[src/rtl/reg_alu.sv]
// reg_alu: 8 x 16-bit register file with two combinational read ports, one
// synchronous write port and a 2-bit-opcode ALU on the read-port outputs.
// The write-data mux lets reg[wr_addr] <= reg[a] op reg[b] complete in one cycle.
//
// Ports:
//   clk        - single clock, all state changes on the rising edge
//   reset      - synchronous, active-high; clears every register
//   sel        - write-data select: 0 = d_in, 1 = ALU result
//   wr         - write enable
//   op         - ALU opcode: 00 ADD, 01 SUB, 10 AND, 11 OR
//   rd_addr_a  - read port A address (ALU operand A)
//   rd_addr_b  - read port B address (ALU operand B)
//   wr_addr    - write address
//   d_in       - external write data
//   d_out_a    - reg[rd_addr_a], combinational
//   d_out_b    - reg[rd_addr_b], combinational
//   cout       - ALU carry out, combinational
module reg_alu #(
  parameter int WIDTH = 16,
  parameter int DEPTH = 8,
  parameter int AW    = 3
) (
  input  logic             clk,
  input  logic             reset,
  input  logic             sel,
  input  logic             wr,
  input  logic [1:0]       op,
  input  logic [AW-1:0]    rd_addr_a,
  input  logic [AW-1:0]    rd_addr_b,
  input  logic [AW-1:0]    wr_addr,
  input  logic [WIDTH-1:0] d_in,
  output logic [WIDTH-1:0] d_out_a,
  output logic [WIDTH-1:0] d_out_b,
  output logic             cout
);

  typedef enum logic [1:0] {
    OP_ADD = 2'b00,
    OP_SUB = 2'b01,
    OP_AND = 2'b10,
    OP_OR  = 2'b11
  } alu_op_e;

  logic [WIDTH-1:0] regs_q [DEPTH];
  logic [WIDTH-1:0] regs_d [DEPTH];
  logic [WIDTH:0]   alu_sum;
  logic [WIDTH-1:0] alu_y;
  logic [WIDTH-1:0] wr_data;

  // Read ports: no write bypass, so a register being written shows its old
  // value until the edge.
  assign d_out_a = regs_q[rd_addr_a];
  assign d_out_b = regs_q[rd_addr_b];

  // ALU is always active; the top bit of the 17-bit result is the carry.
  // SUB is A + ~B + 1, so cout = 1 means no borrow.
  always_comb begin
    alu_sum = '0;
    case (alu_op_e'(op))
      OP_ADD:  alu_sum = {1'b0, d_out_a} + {1'b0, d_out_b};
      OP_SUB:  alu_sum = {1'b0, d_out_a} + {1'b0, ~d_out_b} + (WIDTH+1)'(1);
      OP_AND:  alu_sum = {1'b0, d_out_a & d_out_b};
      OP_OR:   alu_sum = {1'b0, d_out_a | d_out_b};
      default: alu_sum = '0;
    endcase
  end

  assign alu_y   = alu_sum[WIDTH-1:0];
  assign cout    = alu_sum[WIDTH];
  assign wr_data = sel ? alu_y : d_in;

  // Next-state for the register file. Each entry compares its own index
  // against wr_addr, so an unknown address can only affect the matching
  // entry and never silently overwrites the others. Reset wins over wr.
  always_comb begin
    for (int i = 0; i < DEPTH; i++) begin
      regs_d[i] = regs_q[i];
      if (reset) begin
        regs_d[i] = '0;
      end else if (wr && (wr_addr == AW'(i))) begin
        regs_d[i] = wr_data;
      end
    end
  end

  always_ff @(posedge clk) begin
    for (int i = 0; i < DEPTH; i++) begin
      regs_q[i] <= regs_d[i];
    end
  end

endmodule

[config.mk]
export PLATFORM = sky130hd
export DESIGN_NAME = reg_alu
export DESIGN_NICKNAME = d
export VERILOG_FILES = /design/src/rtl/reg_alu.sv
export SDC_FILE = /design/constraint.sdc
export NUM_CORES = 1
export LEC_CHECK = 0
export BUFFER_PORTS_ARGS = -buffer_cell sky130_fd_sc_hd__buf_2
export CORE_MARGIN = 2
export CORE_UTILIZATION = 61
export DETAILED_ROUTE_END_ITERATION = 10
export PLACE_DENSITY = 0.81
export SLEW_MARGIN = 20
export SYNTH_ARGS = -nofsm -noshare
export SYNTH_HDL_FRONTEND = slang
export SYNTH_SLANG_ARGS = --single-unit
[constraint.sdc]
create_clock -name clk -period 5.6 [get_ports clk]
set_input_delay 0.56 -clock clk [delete_from_list [all_inputs] [get_ports clk]]
set_output_delay 0.56 -clock clk [all_outputs]
set_load 0.02 [all_outputs]
After elaboration in Yosys (flattened, before gate mapping). Memory sizes are Yosys's and may differ from the RTL's. Cells that the tools add are included. Widths: inputs -> output; s select.

$add $sub $neg: 3. Equal/unequal tests: 18. Muxes and demuxes: 18. Bitwise logic cells: 3. Reduce and logical (&&, ||, !) cells: 10.

Operators by type and width (number): $mux 16 (17); $pmux 17 s4 (1); $add 16x16->17 (2); $add 17x1->17 const B (1); $and 16x16->16 (1); $ne 2x2->1 const B (8); $not 16->16 (1); $or 16x16->16 (1); $eq 3x3->1 const B (4); $logic_and 1x1->1 (8); $eq 3x2->1 const B (2); $eq 2x2->1 const B (2); $eq 3x1->1 const B (1); $logic_not 3->1 (1); $eq 2x1->1 const B (1); $logic_not 2->1 (1).

Register bits after elaboration: 0. Memory bits (writable): 128. Bits of input ports: 31. Output and inout port bits: 33. Memories: 1.

Memories: regs_q (depth 8, bits a word 16, rd ports 2, clocked after memory_dff 0, write ports 8, RTL line 44) `logic [WIDTH-1:0] regs_q [DEPTH];`.

Longest topological paths before layout. Gate-level depths: netlist (run 1). An unclocked memory read counts as a cell.

Depth after elaboration: 8. Mapped depth: 15. Mapped depth without buffers: 13.

Worst setup path after synthesis (run 1). No wires, ideal clock.

Kind: input-to-reg. From: input port rd_addr_a[0]. To: memory regs_q[0][11] (data pin). Data arrival time: 4.509 ns. Setup slack: 0.794 ns. Cell stages on the path: 14. Path through: clkbuf_1 buf_1 mux4_2 mux2i_1 inv_1 ha_1 a211oi_1 o211a_1 o21ai_0 or3_1 a21oi_1 xnor2_1 nor2_1 nor4_1.

RTL lines: start: declaration (RTL line 28) `input logic [AW-1:0] rd_addr_a,`; end: declaration (RTL line 44).

Final worst setup path (run 1).
From: input port rd_addr_a[0]. To: output port cout.

Cells in the longest elaborated chain, start to end: 4. Elaborated cells on any way between the ends: 5. Those cells by class: 3 x add/sub; 1 x mux; 1 x memory.

RTL lines: $mem_v2 8x16 *; $add 16x16->17 (RTL line 61) `OP_SUB: alu_sum = {1'b0, d_out_a} + {1'b0, ~d_out_b} + (WIDTH+1)'(1);`; $add 17x1->17 (RTL line 61); $pmux 17 s4 * (RTL line 59) `case (alu_op_e'(op))`; end: declaration (RTL line 34) `output logic cout`.

Mark *: on every way between the ends. The rest lies on a longest branch, timed or not.

==> key figures, run 1 <==
Clock network
  • CTS tree: done
  • Worst-Skew Late Latency: 420 ps
  • PostCTS Resize Cnt: 0
  • Post-CTS Setup Bufs: 0
  • Clock Path Buffers: 2
  • H-Tree Level Count: 4
  • # hold bufs at CTS: 0
  • Root buffer cell: clkbuf_16
  • Cts bufs inserted: 17
  • Reg clk slew, reported paths: 60 ps
  • CTS sink cnt: 128

Final layout
  • Most flops, register: regs_q
  • Fin util: 69.94%
  • Max FFs per register: 128
  • Commonest non-fill, non-tap cell in the layout: edfxtp_1
  • Largest regs: regs_q: 128 flops
  • Layout cells sized above 1: 25.47%
  • Fillcell total: 903
  • Final-stage net count: 759
  • Most frequent cells in the layout: edfxtp_1, mux4_2, buf_2, inv_1, ha_1
  • Synth-to-layout area growth: 12.81%
  • Antenna Cells: 0

Detailed routing
  • Vias: 6,043
  • Drt total wl: 22.02 mm
  • Total iterations of the first detailed-routing run: 5
  • Via density: 6.970
  • Post-DRT Antenna Nets: 0
  • Residual DRC: 0
  • WL per Instance: 25.40 µm
  • Initial DRC Count: 809

Critical path
  • Critical path peak fanout: 14
  • RR Startpoint: regs_q[3][0]$_DFFE_PP_
  • Worst R2R Setup Slack: 1290 ps
  • Crit path launch type: input port
  • CP max stage cell: mux4_2
  • Worst setup EP type: output port
  • Cells along the critical path: buf_2 -> buf_12 -> mux4_2 -> mux2i_1 -> inv_1 -> ha_1 -> fa_1 -> a21oi_1 -> o31ai_1 -> nand3_1 -> a21oi_2 -> o41ai_2 -> o31ai_1 -> nand2_1 -> o21ai_0 -> buf_2
  • FF-to-FF End: regs_q[2][14]$_DFFE_PP_
  • Cells on worst reg2reg path: 13
  • Slowest stage delay, CP: 520 ps
  • WS Path Type: input port to output port
  • Crit path DAT: 4350 ps
  • CP required: 5040 ps
  • Worst Path Buf+Inv: 4
  • Worst path top cell family by delay: compound AO/OA/AOI/OAI gates

Global route
  • Largest net degree at the start of global routing: 48
  • Initial antenna violation count: 0
  • GRT overflow: 0
  • Total track usage: 31.95%
  • First-pass GRT wire length: 33.62 mm
  • Vias in the first global route: 5,972

Min path
  • Worst Hold End: regs_q[6][9]$_DFFE_PP_
  • Hold WC Path Type: input port to flip-flop
  • Hold Crit Depth: 3
  • Hold_sp: d_in[9]

Logic synthesis
  • Mapped Cells: 627
  • Synth async-reset ratio: 0%
  • Number of synthesized flops with an enable pin: 128
  • Synth warnings: 0
  • Synthesized area per cell: 13.04 µm²
  • Syn Std Cell Area: 0.008178 mm²
  • Net count after synthesis: 708
  • Yosys cell types: 55
  • Sequential area share after synthesis: 47.00%
  • Synth Flop Type: edfxtp_1
  • Yosys reg bits: 128

Place
  • Final HPWL DP: 14.68 mm
  • I/O Buffers: 63
  • GPL Wtd Cong: 0.9158

Floorplan
  • Core Box Area: 0.01319 mm²
  • Die Wd: 119.8 µm
  • Die H: 119.8 µm
  • Starting Density: 62.00%
  • Die area: 0.01435 mm²
  • Top Ports: 64
  • # rows: 42

Flow run
  • Max-cap violations: 0

Timing
  • Endpoints failing hold: 0
  • Least-Margin Pin Slew: 1065 ps
  • RSZ-0062 raised after global routing: false
  • Skew final: 12.51 ps
  • Setup TNS Final: 0 ps
  • Fmax: 0.2036 GHz
  • Finish-stage setup viols: 0
  • Min Clock Period, post-route: 4911 ps
  • Slew Viols, Final: 0
  • Slew HR: 28.51%
  • Final Cycle Share: 87.69%

Pwr
  • Switching Share: 32.90%
  • Maximum vdd drop: 0.0002563 V
  • Total Power: 3.511 mW
  • Combinational Power Share: 32.4%
  • Power Internal: 2.356 mW
  • Clk network pwr share: 31.2%
  • P_leak: 3.761 nW
  • Sequential share of power: 36.4%
  • Net Switching: 1.155 mW
  • Pwr Density: 380.6 mW/mm²

Status
  • Outcome: completed
[metrics by stage]
step,setup slack [ps],instance area [µm²],cells,hold slack [ps]
after floorplan,794.3,8178,627,904.8
after global placement,630.0,8633,835,1073
after detailed placement,551.1,8633,835,1065
after CTS,711.3,9225,867,632.9
after global routing,366.1,9225,867,671.2
final,689.4,9225,867,654.6
[per-layer routing]
layer	track usage, %	vias up	routed length [µm]
met2	50.89	413	10740
met1	42.32	3014	8114
met5	0	-	0
met4	14.34	0	879
li1	-	2548	-
met3	7.510	68	2285
[worst min-delay path: cells and delay by family]
family / cells / cell delay, ps
simple gates: 1 / 80
buf+inv: 1 / 110
compound gates: 1 / 120
[cell usage after synthesis, types with 2 or more instances]
cell type / n / area (µm²)
a211o_1: 2 / 17.52
a211oi_1: 8 / 60.06
a21o_1: 7 / 52.55
a21oi_1: 31 / 155.2
a21oi_2: 2 / 17.52
a221oi_1: 2 / 17.52
a311o_1: 3 / 30.03
a311oi_1: 2 / 17.52
a31o_2: 5 / 43.79
a31oi_1: 4 / 25.02
a41o_1: 3 / 30.03
and2_1: 3 / 18.77
buf_1: 12 / 45.04
buf_2: 3 / 15.01
clkbuf_1: 21 / 78.83
edfxtp_1: 128 / 3844
fa_1: 2 / 40.04
ha_1: 48 / 600.6
inv_1: 50 / 187.7
mux2i_1: 38 / 380.4
mux4_2: 64 / 1441
nand2_1: 27 / 101.4
nand2b_1: 8 / 50.05
nand3_1: 8 / 40.04
nand4_1: 2 / 12.51
nor2_1: 43 / 161.4
nor2b_1: 2 / 12.51
nor3_1: 8 / 40.04
nor3b_1: 3 / 22.52
nor4_1: 3 / 18.77
o211a_1: 2 / 20.02
o211ai_1: 6 / 45.04
o21ai_0: 32 / 160.2
o21bai_1: 8 / 60.06
o311a_1: 2 / 20.02
o311ai_0: 2 / 17.52
o31ai_1: 5 / 37.54
or2_2: 2 / 12.51
xnor2_1: 10 / 87.58
[how the worst max path moves through the flow]
| stage | from | end | slack, ps | cells past startpoint |
|---|---|---|---|---|
| floorplan | rd_addr_a[0] | regs_q[0][11]$_DFFE_PP_ | 790 | 14 |
| global placement | rd_addr_a[0] | regs_q[6][14]$_DFFE_PP_ | 630 | 15 |
| detailed placement | rd_addr_b[0] | regs_q[2][13]$_DFFE_PP_ | 550 | 12 |
| CTS | rd_addr_a[0] | cout | 710 | 16 |
| global route | rd_addr_a[0] | cout | 370 | 16 |
| finish | rd_addr_a[0] | cout | 690 | 16 |
[power by group through the flow]
stage,sequential [mW],combinational [mW],clock (mW)
5_1_grt,1.29,1.23,1.14
2_1_floorplan,1.26,0.823,0
3_3_place_gp,1.27,1.08,0
4_1_cts,1.27,1.12,1.10
3_5_place_dp,1.29,1.11,0
6_report,1.28,1.14,1.09
[cell families (layout without fill, tap and decap cells)]
kind of cell | count (synthesis) | after routing | share of synthesized area [%]
flops | 128 | 128 | 47.00
simple gates | 114 | 114 | 6.472
buf+inv | 88 | 152 | 4.223
xor+xnor | 11 | 11 | 1.178
fa+ha+maj | 50 | 50 | 7.834
compound gates | 134 | 134 | 11.02
mux | 102 | 102 | 22.28
[layout make-up]
cell class	instances	area, µm²	share of cell area (%)
tap	176	220.2	2.387
clock inverter	15	166.4	1.804
sequential	128	3844	41.67
clock buffer	17	425.4	4.611
timing repair buffer	70	392.9	4.259
multi-input combinational	411	3989	43.24
inverter	50	187.7	2.034
(Power assumes the default switching activity.)
==> run 2, diff against run 1 <==
--- a/config.mk
+++ b/config.mk
@@ -6,10 +6,10 @@
 export NUM_CORES = 1
 export LEC_CHECK = 0
 export BUFFER_PORTS_ARGS = -buffer_cell sky130_fd_sc_hd__buf_2
-export CORE_MARGIN = 2
 export CORE_UTILIZATION = 61
 export DETAILED_ROUTE_END_ITERATION = 10
 export PLACE_DENSITY = 0.81
+export SETUP_SLACK_MARGIN = 0.3
 export SLEW_MARGIN = 20
 export SYNTH_ARGS = -nofsm -noshare
 export SYNTH_HDL_FRONTEND = slang
==> constraint.sdc (replaced) <==
create_clock -name clk -period 5.6 [get_ports clk]
set_input_delay 1.12 -clock clk [delete_from_list [all_inputs] [get_ports clk]]
set_output_delay 1.12 -clock clk [all_outputs]
set_load 0.02 [all_outputs]
==> key figures, run 2 (synthesized netlist as in run 1, its figures left out) <==
Floorplan
  • Core Box Area: 0.01282 mm² (-2.8%)
  • Die area: 0.01387 mm² (-3.3%)
  • Top Ports: 64 (unchanged)
  • Die H: 117.8 µm (-1.7%)
  • Starting Density: 63.77% (+1.8 points)
  • # rows: 41 (-2.4%)
  • Die Wd: 117.8 µm (-1.7%)

Timing
  • Skew final: 6.975 ps (-5.536 ps)
  • RSZ-0062 raised after global routing: false
  • Fin worst setup slack: 396.4 ps (-293.0 ps)
  • Slew Viols, Final: 0 (unchanged)
  • Hold_ws: 1204 ps (+549.6 ps)
  • Setup TNS Final: 0 ps (unchanged)
  • Slew HR: 28.39% (-0.12 points)
  • Fmax: 0.1922 GHz (-5.6%)
  • Final Cycle Share: 92.92% (+5.2 points)
  • Min Clock Period, post-route: 5204 ps (+293.0 ps)
  • Finish-stage setup viols: 0 (unchanged)
  • Endpoints failing hold: 0 (unchanged)
  • Least-Margin Pin Slew: 1067 ps (+1.713 ps)

Detailed routing
  • Via density: 6.842 (-1.8%)
  • Residual DRC: 0 (unchanged)
  • Initial DRC Count: 717 (-11%)
  • Post-DRT Antenna Nets: 0 (unchanged)
  • WL per Instance: 25.17 µm (-0.89%)
  • Total iterations of the first detailed-routing run: 6 (+1)
  • Vias: 6,035 (-0.13%)
  • Drt total wl: 22.20 mm (+0.82%)

Min path
  • Hold WC Path Type: input port to flip-flop
  • Hold_sp: d_in[0]
  • Worst Hold End: regs_q[7][0]$_DFFE_PP_
  • Hold Crit Depth: 3 (unchanged)

Global route
  • Initial antenna violation count: 0 (unchanged)
  • First-pass GRT wire length: 33.93 mm (+0.92%)
  • Total track usage: 32.94% (+0.99 points)
  • Vias in the first global route: 6,006 (+0.57%)
  • Largest net degree at the start of global routing: 48 (unchanged)
  • GRT overflow: 0 (unchanged)

Critical path
  • Crit path launch type: input port
  • Cells on worst reg2reg path: 13 (unchanged)
  • FF-to-FF End: regs_q[0][7]$_DFFE_PP_
  • Worst R2R Setup Slack: 1280 ps (about the same)
  • Worst setup EP type: output port
  • CP required: 4480 ps (-560 ps)
  • WS Path Type: input port to output port
  • Crit path DAT: 4080 ps (-270 ps)
  • Critical path peak fanout: 8 (-6)
  • RR Startpoint: regs_q[3][1]$_DFFE_PP_

Final layout
  • Commonest non-fill, non-tap cell in the layout: edfxtp_1
  • Largest regs: regs_q: 128 flops
  • Layout cells sized above 1: 31.13% (+5.7 points)
  • Most flops, register: regs_q
  • Synth-to-layout area growth: 16.40%
  • Max FFs per register: 128 (unchanged)
  • Final-stage net count: 780 (+2.8%)
  • Final non-filler cell area: 0.009519 mm² (+3.2%)
  • Antenna Cells: 0 (unchanged)
  • Most frequent cells in the layout: edfxtp_1, mux4_2, buf_2, inv_1, ha_1

Pwr
  • P_leak: 3.818 nW (+1.5%)
  • Maximum vdd drop: 0.0002811 V (+9.7%)
  • Total Power: 3.510 mW (about the same)
  • Pwr Density: 368.7 mW/mm² (-3.1%)

Place
  • Pre-CTS WS: 78.06 ps (-473.1 ps)
  • GPL Wtd Cong: 0.9755 (+6.5%)
  • I/O Buffers: 63 (unchanged)
  • Placement Cell Area: 0.008731 mm² (+1.1%)
  • Final HPWL DP: 15.25 mm (+3.9%)

Clock network
  • # hold bufs at CTS: 0 (unchanged)
  • H-Tree Level Count: 4 (unchanged)
  • Root buffer cell: clkbuf_16
  • Reg clk slew, reported paths: 50 ps (about the same)
  • Cts bufs inserted: 17 (unchanged)
  • Clock Path Buffers: 2 (unchanged)
  • CTS sink cnt: 128 (unchanged)
  • Worst-Skew Late Latency: 420 ps (about the same)
  • CTS tree: done

Status
  • Outcome: completed

Flow run
  • Max-cap violations: 0 (unchanged)
-- run 2: repair_timing --
action / in CTS / in global routing
setup buffers: 0 / 4
resized for setup: 14 / 42
hold endpoints to repair: 0 / 0
setup endpoints to repair: 1 / 1
pin swaps: 0 / 7
-- run 2: worst max path at each step --
stage | startpoint | endpoint | slack (ps)
after floorplan | rd_addr_a[0] | cout | 320
after global placement | rd_addr_b[0] | cout | 170
after detailed placement | rd_addr_b[0] | cout | 80
after CTS | rd_addr_b[0] | cout | 310
after global routing | rd_addr_a[0] | cout | 250
final | rd_addr_a[0] | cout | 400
-- run 2: cell type report --
| cell class | instances | area (µm²) |
|---|---|---|
| clock buffer | 20 | 436.7 |
| fill | 802 | 3306 |
| inverter | 50 | 187.7 |
| multi-input combinational | 411 | 4145 |
| timing repair buffer | 91 | 594.3 |
| sequential | 128 | 3844 |
| tap | 172 | 215.2 |
| clock inverter | 10 | 96.34 |
-- run 2: metal layers --
metal | wire, µm | global-route usage (%)
met1 | 8274 | 42.04
met2 | 11250 | 54.49
met3 | 2034 | 7.364
met4 | 642 | 13.94
met5 | 0 | 0
-- run 2: metrics by stage --
| step | cells | utilization (%) |
|---|---|---|
| global placement | 848 | 68.08 |
| finish | 882 | 74.22 |
| floorplan | 627 | - |
| global route | 882 | 74.22 |
| CTS | 878 | 72.67 |
| detailed placement | 848 | 68.08 |
-- run 2: power by group --
part	total [mW]	switching, mW	internal (mW)
Sequential	1.28	0.0616	1.22
Combinational	1.22	0.724	0.497
Clock	1.01	0.372	0.638
-- run 2: worst max-delay path, stage by stage --
cell      delay [ps]
buf_4            140
buf_12           150
mux4_2           530
mux2i_2          240
buf_4            170
fa_2             220
nor2_2            50
o311a_1          410
o211ai_1         210
nand3_1          160
a21oi_2          190
o21bai_1          70
a21oi_1          140
o21ai_1          100
buf_4            180
